[config.mk]
export PLATFORM = sky130hd
export DESIGN_NAME = mult_div_ctrl
export DESIGN_NICKNAME = d
export VERILOG_FILES = /design/src/rtl/mult_div_pkg.sv /design/src/rtl/mult_div_core.sv /design/src/rtl/mult_div_ctrl.sv
export SDC_FILE = /design/constraint.sdc
export NUM_CORES = 1
export LEC_CHECK = 0
export CAP_MARGIN = 20
export CORE_MARGIN = 1
export CORE_UTILIZATION = 60
export DETAILED_ROUTE_END_ITERATION = 10
export GPL_ROUTABILITY_DRIVEN = 0
export PLACE_DENSITY = 0.83
export SETUP_SLACK_MARGIN = 0.15
export SLEW_MARGIN = 15
export SYNTH_ARGS = -nofsm -noshare
export SYNTH_HDL_FRONTEND = slang
export SYNTH_HIERARCHICAL = 1
export SYNTH_SLANG_ARGS = --single-unit
[constraint.sdc]
create_clock -name clk -period 5.7 [get_ports clk]
set_input_delay 1.14 -clock clk [delete_from_list [all_inputs] [get_ports clk]]
set_output_delay 1.14 -clock clk [all_outputs]
set_load 0.01 [all_outputs]
[src/rtl/mult_div_pkg.sv]
// Shared types for the HI/LO multiply/divide controller: FSM states, operation type
// and the iteration-counter width.
package mult_div_pkg;

  localparam int MD_WIDTH = 32;
  localparam int ITER_W   = $clog2(MD_WIDTH);

  typedef enum logic [2:0] {
    S_IDLE,
    S_MULT,
    S_DIV,
    S_FIX,
    S_WRITE
  } state_t;

  typedef enum logic {
    OP_MULT = 1'b0,
    OP_DIV  = 1'b1
  } op_t;

endpackage

[src/rtl/mult_div_core.sv]
// Iterative radix-2 datapath: unsigned shift-add multiply or restoring divide on operand
// magnitudes, followed by a sign-fix step. Sequenced by load/step/fix strobes from the FSM.
module mult_div_core
  import mult_div_pkg::*;
#(
  parameter int WIDTH = MD_WIDTH
) (
  input  logic             clk,
  input  logic             reset,
  input  logic             i_load,
  input  logic             i_step,
  input  logic             i_fix,
  input  op_t              i_op,
  input  logic [WIDTH-1:0] i_op_a,
  input  logic [WIDTH-1:0] i_op_b,
  output logic [WIDTH-1:0] o_hi,
  output logic [WIDTH-1:0] o_lo
);

  // r_hi: product high half / remainder; r_lo: multiplier->product low / dividend->quotient
  logic [WIDTH-1:0]   r_hi;
  logic [WIDTH-1:0]   r_lo;
  logic [WIDTH-1:0]   r_opb;
  op_t                r_op;
  logic               r_s_res;
  logic               r_s_rem;

  logic [WIDTH-1:0]   w_abs_a;
  logic [WIDTH-1:0]   w_abs_b;
  logic [WIDTH-1:0]   w_addend;
  logic [WIDTH:0]     w_sum;
  logic [WIDTH:0]     w_shift;
  logic [WIDTH:0]     w_diff;
  logic [2*WIDTH-1:0] w_prod;
  logic [2*WIDTH-1:0] w_prod_fix;
  logic [WIDTH-1:0]   w_quo_fix;
  logic [WIDTH-1:0]   w_rem_fix;

  assign w_abs_a    = i_op_a[WIDTH-1] ? -i_op_a : i_op_a;
  assign w_abs_b    = i_op_b[WIDTH-1] ? -i_op_b : i_op_b;
  assign w_addend   = r_lo[0] ? r_opb : '0;
  assign w_sum      = {1'b0, r_hi} + {1'b0, w_addend};
  assign w_shift    = {r_hi, r_lo[WIDTH-1]};
  // Borrow in the top bit means the shifted remainder is smaller than the divisor
  assign w_diff     = w_shift - {1'b0, r_opb};
  assign w_prod     = {r_hi, r_lo};
  assign w_prod_fix = r_s_res ? -w_prod : w_prod;
  assign w_quo_fix  = r_s_res ? -r_lo : r_lo;
  assign w_rem_fix  = r_s_rem ? -r_hi : r_hi;

  always_ff @(posedge clk or posedge reset) begin
    if (reset) begin
      r_hi    <= '0;
      r_lo    <= '0;
      r_opb   <= '0;
      r_op    <= OP_MULT;
      r_s_res <= 1'b0;
      r_s_rem <= 1'b0;
    end else if (i_load) begin
      r_hi    <= '0;
      r_lo    <= w_abs_a;
      r_opb   <= w_abs_b;
      r_op    <= i_op;
      r_s_res <= i_op_a[WIDTH-1] ^ i_op_b[WIDTH-1];
      r_s_rem <= i_op_a[WIDTH-1];
    end else if (i_step) begin
      if (r_op == OP_MULT) begin
        r_hi <= w_sum[WIDTH:1];
        r_lo <= {w_sum[0], r_lo[WIDTH-1:1]};
      end else if (!w_diff[WIDTH]) begin
        r_hi <= w_diff[WIDTH-1:0];
        r_lo <= {r_lo[WIDTH-2:0], 1'b1};
      end else begin
        r_hi <= w_shift[WIDTH-1:0];
        r_lo <= {r_lo[WIDTH-2:0], 1'b0};
      end
    end else if (i_fix) begin
      if (r_op == OP_MULT) begin
        r_hi <= w_prod_fix[2*WIDTH-1:WIDTH];
        r_lo <= w_prod_fix[WIDTH-1:0];
      end else begin
        r_hi <= w_rem_fix;
        r_lo <= w_quo_fix;
      end
    end
  end

  assign o_hi = r_hi;
  assign o_lo = r_lo;

endmodule

[src/rtl/mult_div_ctrl.sv]
// HI/LO multiply/divide controller: accepts start strobes, sequences the iterative core
// and commits the signed 64-bit result to the HI/LO pair with one-cycle write pulses.
//
//  state   | meaning
//  S_IDLE  | waiting for start_mult / start_div
//  S_MULT  | one multiply iteration per cycle, WIDTH cycles
//  S_DIV   | one quotient bit per cycle, WIDTH cycles
//  S_FIX   | apply result / remainder signs
//  S_WRITE | done pulse; HI/LO write unless divide-by-zero
module mult_div_ctrl
  import mult_div_pkg::*;
#(
  parameter int WIDTH = MD_WIDTH
) (
  input  logic             clk,
  input  logic             reset,
  input  logic             start_mult,
  input  logic             start_div,
  input  logic [WIDTH-1:0] op_a,
  input  logic [WIDTH-1:0] op_b,
  output logic             busy,
  output logic             done,
  output logic             div_by_zero,
  output logic [WIDTH-1:0] hi_wdata,
  output logic [WIDTH-1:0] lo_wdata,
  output logic             hi_write,
  output logic             lo_write
);

  state_t              r_state;
  state_t              w_next;
  logic [ITER_W-1:0]   r_cnt;
  logic                r_dbz;
  logic [WIDTH-1:0]    r_hi_last;
  logic [WIDTH-1:0]    r_lo_last;
  logic                w_accept;
  logic                w_load;
  logic                w_step;
  logic                w_fix;
  logic                w_commit;
  op_t                 w_op;
  logic [WIDTH-1:0]    w_core_hi;
  logic [WIDTH-1:0]    w_core_lo;

  always_comb begin
    w_next   = r_state;
    w_accept = 1'b0;
    w_load   = 1'b0;
    w_step   = 1'b0;
    w_fix    = 1'b0;
    w_op     = OP_MULT;
    case (r_state)
      S_IDLE: begin
        if (start_mult) begin
          w_accept = 1'b1;
          w_load   = 1'b1;
          w_next   = S_MULT;
        end else if (start_div) begin
          w_accept = 1'b1;
          w_op     = OP_DIV;
          // A zero divisor skips the datapath entirely and reports in cycle 1
          if (op_b == '0) begin
            w_next = S_WRITE;
          end else begin
            w_load = 1'b1;
            w_next = S_DIV;
          end
        end
      end
      S_MULT, S_DIV: begin
        w_step = 1'b1;
        if (r_cnt == '0) w_next = S_FIX;
      end
      S_FIX: begin
        w_fix  = 1'b1;
        w_next = S_WRITE;
      end
      S_WRITE: w_next = S_IDLE;
      default: w_next = S_IDLE;
    endcase
  end

  always_ff @(posedge clk or posedge reset) begin
    if (reset) begin
      r_state   <= S_IDLE;
      r_cnt     <= '0;
      r_dbz     <= 1'b0;
      r_hi_last <= '0;
      r_lo_last <= '0;
    end else begin
      r_state   <= w_next;
      r_hi_last <= hi_wdata;
      r_lo_last <= lo_wdata;
      if (w_load) r_cnt <= ITER_W'(WIDTH - 1);
      else if (w_step) r_cnt <= r_cnt - ITER_W'(1);
      if (w_accept) r_dbz <= (w_next == S_WRITE);
    end
  end

  mult_div_core #(.WIDTH(WIDTH)) u_core (
    .clk    (clk),
    .reset  (reset),
    .i_load (w_load),
    .i_step (w_step),
    .i_fix  (w_fix),
    .i_op   (w_op),
    .i_op_a (op_a),
    .i_op_b (op_b),
    .o_hi   (w_core_hi),
    .o_lo   (w_core_lo)
  );

  // Write data follows the core only while committing, otherwise it holds
  assign w_commit    = (r_state == S_WRITE) && !r_dbz;
  assign busy        = (r_state != S_IDLE);
  assign done        = (r_state == S_WRITE);
  assign div_by_zero = r_dbz;
  assign hi_write    = w_commit;
  assign lo_write    = w_commit;
  assign hi_wdata    = w_commit ? w_core_hi : r_hi_last;
  assign lo_wdata    = w_commit ? w_core_lo : r_lo_last;

endmodule

## Word-level counts from Yosys, hierarchy flattened

Cells that the tools add are included.

| storage, ports and cells | value |
|---|---|
| input bits | 68 |
| word-level logic and storage cells | 77 |
| output and inout port bits | 69 |
| flip-flop bits (word level) | 172 |

| cells by class | value |
|---|---|
| multiplexer cells | 38 |
| $add $sub $neg | 8 |
| bitwise operators | 1 |
| reductions and logical operators | 13 |
| equality and inequality tests | 6 |

Operators by type and width:

| kind | count |
|---|---|
| two-way mux 32 bit | 18 |
| negator 32 bit | 4 |
| two-way mux 64 bit | 1 |
| negator 64 bit | 1 |
| adder 32 x 32 -> 33 bit | 1 |
| subtractor 33 x 32 -> 33 bit | 1 |
| zero test 32 bit | 1 |
| two-way mux 1 bit | 12 |
| two-way mux 3 bit | 4 |
| two-way mux 5 bit | 2 |
| case mux 3 bit (3 select lines) | 1 |
| nonzero test 3 bit | 3 |
| == test 3 x 2 -> 1 bit, second input constant | 2 |
| == test 3 bit, second input constant | 2 |
| zero test 5 bit | 1 |
| subtractor 5 x 1 -> 5 bit, second input constant | 1 |
| != test 4 x 2 -> 1 bit, second input constant | 1 |
| nonzero test 4 bit | 1 |
| == test 3 x 1 -> 1 bit, second input constant | 1 |
| zero test 3 bit | 1 |
| AND reduction 3 bit | 1 |
| AND reduction 2 bit | 1 |
| nonzero test 2 bit | 1 |
| OR reduction 2 bit | 1 |
| 3 further kinds | 3 |

## Logic depth before layout (Yosys ltp)

| logic depth | value |
|---|---|
| depth in word-level cells | 7 |
| gate-level depth with buffers | 15 |
| mapped depth without buffers | 13 |

## Cells and area by module

Netlist, hierarchy kept.

By module, submodules not included:

| module | sequential area each (sq um) | cells each | instances | area each (sq um) |
|---|---|---|---|---|
| mult_div_core | 2477.4 | 1465 | 1 | 11208.2 |
| mult_div_ctrl | 1826.8 | 199 | 1 | 3017.9 |

## Worst setup path after synthesis

No wires, ideal clock.

| timing | value |
|---|---|
| path type | input port to flip-flop |
| start point | input op_b[4] |
| end point | register u_core.r_opb[28] |
| buffers on the path | 0 |
| stages | 9 |
| arrival | 3.542 ns |
| required time | 5.564 ns |
| path slack | 2.022 ns |
| library setup time | 0.136 ns |
| cells stage by stage | nor4_1 nand4b_1 or3_1 nand2b_1 o41ai_1 o21ai_0 a21oi_1 xor2_1 mux2i_1 |

| on the way | value |
|---|---|
| cells in the longest elaborated chain, start to end | 5 |
| elaborated cells on any way between the ends | 7 |
| those cells by class | add/sub: 1; mux: 5; reduce/logical: 1 |

Ends and longest elaborated chain:

| item | RTL line | RTL |
|---|---|---|
| from (decl) | mult_div_ctrl.sv:20 | `input logic [WIDTH-1:0] op_b,` |
| branches (longest 5 deep; another with negator 32 bit) | -- |  |
| to (signal assigned) | mult_div_core.sv:62 | `r_opb <= w_abs_b;` |
| to (decl) | mult_div_core.sv:23 | `logic [WIDTH-1:0] r_opb;` |

Parallel ways; which one is timed is not known.
A chain may end at the register's enable or synchronous reset.

## Worst setup path in the final report

| timing | value |
|---|---|
| start point | register u_core.r_hi[18], in the netlist u_core/o_hi[18] |
| end point | register u_core.r_hi[15], in the netlist u_core/o_hi[15] |

| on the way | value |
|---|---|
| cells in the longest elaborated chain, start to end | 5 |

Ends and longest elaborated chain:

| item | RTL line | RTL |
|---|---|---|
| from (decl) | mult_div_core.sv:21 | `logic [WIDTH-1:0] r_hi;` |
| from (signal assigned) | mult_div_core.sv:68 | `r_hi <= w_sum[WIDTH:1];` |
| from (signal assigned) | mult_div_core.sv:71 | `r_hi <= w_diff[WIDTH-1:0];` |
| from (signal assigned) | mult_div_core.sv:74 | `r_hi <= w_shift[WIDTH-1:0];` |
| subtractor 33 x 32 -> 33 bit | mult_div_core.sv:45 | `assign w_diff = w_shift - {1'b0, r_opb};` |
| two-way mux 32 bit | mult_div_core.sv:70 | `end else if (!w_diff[WIDTH]) begin` |
| two-way mux 32 bit | mult_div_core.sv:67 | `if (r_op == OP_MULT) begin` |
| two-way mux 32 bit | mult_div_core.sv:66 | `end else if (i_step) begin` |
| two-way mux 32 bit | mult_div_core.sv:59 | `end else if (i_load) begin` |

No other way between the ends.

==> results.yml <==
pwr:
  power.ir.vdd_worst_mv: 0.710
  power.density_nw_per_um2: 707
  p_leak_nw: 6.89
  power.total_mw: 11.5
clock_network:
  clockBufferDepth: 2
  clock_latency_ns: 0.44
  cts_root_buffer: "clkbuf_16"
  cts_buffers: 17
  cts_tree: "built"
  clock-sinks: 172
  cts_resized: 0
  post_cts_buffers: 0
  cts_hold_buf: 0
  h-tree-depth: 4
  path_clk_slew_ns: 0.08
logic_synthesis:
  netlist_instances: 1664
  netlist_area_sq_um: 14200
  ys_ff_latch: 172
  synth_top_cell_by_area: "dfrtp_1"
  mappedNetlistNets: 1804
  async_flop_share: 1.00
  netlist_top_cells_count: "172 x dfrtp_1, 151 x nor2_1, 134 x a21oi_1"
  synth.area.top_cells: "dfrtp_1 30%, ha_1 6.2%, xor2_1 5.2%"
  post_synth.cell_area_avg_sq_um: 8.55
  synth_cell_types: 78
  synth.most_common_cell: "dfrtp_1"
  seq_area_frac_synth: 0.303
  synth-edff-count: 0
  yosysTopAreaCellShare: 0.303
  synth_flop_cell: "dfrtp_1"
  yosysWarnings: 6
worst_setup_path:
  cp.arrival_ns: 4.96
  cp-start-kind: "flop"
  crit_path_max_incr_delay_ns: 0.87
  cp_cell_sequence: "ha_1 -> a21oi_1 -> o21ai_0 -> or2_2 -> nor4_1 -> o32ai_1 -> nor3b_4 -> buf_12 -> mux2_2 -> mux2i_1 -> o22ai_1"
  cp_max_fo: 34
  end_kind: "flop"
  worstPathRequired_ns: 6.00
  crit_buf_inv: 1
  crit_path_top_delay_cell: "nor4_1"
  cp_top_family: "simple AND/OR/NAND/NOR gates"
  crit_type: "flop to flop"
grt:
  grt_antenna_before_repair: 1
  grt_pass1_wl_um: 68200
  grt_pass1_vias: 12900
  grt_use_total: 0.355
  grt_max_degree: 72
  gr-total-overflow: 0
detailed_routing:
  vias: 13700
  first_pass_iters: 6
  drc: 0
  wl_um: 42300
  antenna_left: 0
  post_drt_via_cell_ratio: 6.58
  drtIter0Drc: 1618
  routedWlPerCell_um: 20.4
sta:
  finalClockSkew_ns: 0.0136
  worst_slew_pin_slew_ns: 1.00
  period_share: 0.816
  grt_setup_unrepaired: "false"
  relSlewSlack: 0.327
  finalCriticalPeriod_ns: 4.65
  hold_ws_ns: 0.485
  final-hold-violation-count: 0
  setup_viol: 0
  final-max-slew-violation-count: 0
  setup_slack_ns: 1.05
  clock.fmax_mhz: 215
  tns_ns: 0
run_status:
  status: "complete, no violations"
floorplan:
  die_y_um: 156
  die_area_sq_um: 24300
  core-area_sq_um: 22900
  die_w_um: 156
  rows: 55
  num_io_pins: 137
  start_util: 0.621
cells_and_area:
  fin_nets: 1888
  antennaDiodeCount: 0
  area_growth_pct: 14.5
  layout-drive-gt1-share: 0.0653
  fin_area_sq_um: 16300
  postLayoutCoreUtil: 0.711
  instances_no_fill: 2074
place:
  dp_hpwl_um: 30300
  pre_cts_slack_ns: 0.976
  portBuffers: 136
  dp.cells: 2042
  place_area_sq_um: 15700
min_path:
  hp-class: "flop to flop"
flow_run:
  maxCapViolations: 0
path summary, 6_finish.rpt:
path,from,endpoint,slack [ns],cells after the start
min,r_lo_last[10],r_lo_last[10],0.48,1
max in group asynchronous,reset,r_state[1],3.43,3
min reg2reg,r_lo_last[10],r_lo_last[10],0.48,1
max,u_core/o_hi[18],u_core/o_hi[15],1.05,11
min in group asynchronous,reset,u_core/o_lo[27],1.09,2
max reg2reg,u_core/o_hi[18],u_core/o_hi[15],1.05,11
where the power goes:
| part | internal, mW | switching [mW] |
|---|---|---|
| clock | 0.585 | 0.577 |
| combinational | 3.26 | 4.56 |
| sequential | 1.83 | 0.714 |
| total | 5.67 | 5.85 |
logic make-up (layout without fill, tap and decap cells):
logic type,Yosys count,count (layout),synth area share
AOI/OAI and AO/OA,488,488,0.223
adders and majority gates,72,72,0.0644
muxes,127,127,0.0967
xor gates and xnor gates,155,155,0.0954
buffers and inverters,161,258,0.0505
and+or+nand+nor,489,489,0.168
DFF,172,172,0.303
state kept, by name, indices dropped and copies added (netlist names):
| signal | flops |
|---|---|
| u_core/o_lo | 32 |
| u_core/r_s_res | 1 |
| r_lo_last | 32 |
| u_core/r_opb | 32 |
| div_by_zero | 1 |
| u_core/o_hi | 32 |
| r_hi_last | 32 |
| r_state | 3 |
| r_cnt | 5 |
| u_core/r_op | 1 |
| u_core/r_s_rem | 1 |
placed cells by master (no fill, tap or decap), types with 7 or more instances in the layout:
cell type and n:
o21ai_0 119, mux2_2 35, xor2_1 85, mux2i_1 43, ha_1 70, a211oi_1 34
o211ai_1 14, nor4_1 24, or4_1 11, clkdlybuf4s50_1 135, a21oi_1 133, and2_1 11
nor3_1 39, o21a_1 8, xnor2_1 70, a21o_1 32, dfrtp_1 171, a31oi_1 9
inv_1 69, and3_1 10, o221ai_1 18, mux2_1 49, nand4_1 12, nand2b_1 16
o31ai_1 24, nand2_1 126, o22ai_1 7, buf_4 17, clkbuf_16 17, o21bai_1 7
nand3_1 28, nor2_1 150, o41ai_1 12, a311oi_1 8, or3_1 20
routing by layer:
layer	up-vias	global-route usage	wire [um]
met5	-	0	18
li1	6285	-	-
met2	839	0.545	19000
met4	2	0.119	1030
met1	6420	0.488	17500
met3	111	0.0856	4730
layout make-up:
class | count | area (sq um)
multi-input combinational | 1331 | 9230
fill | 1772 | 6620
sequential | 172 | 4310
timing repair buffer | 155 | 1520
clock buffer | 18 | 429
tap | 313 | 392
inverter | 71 | 269
clock inverter | 14 | 145
No activity file was read; power rests on OpenSTA's default activity.
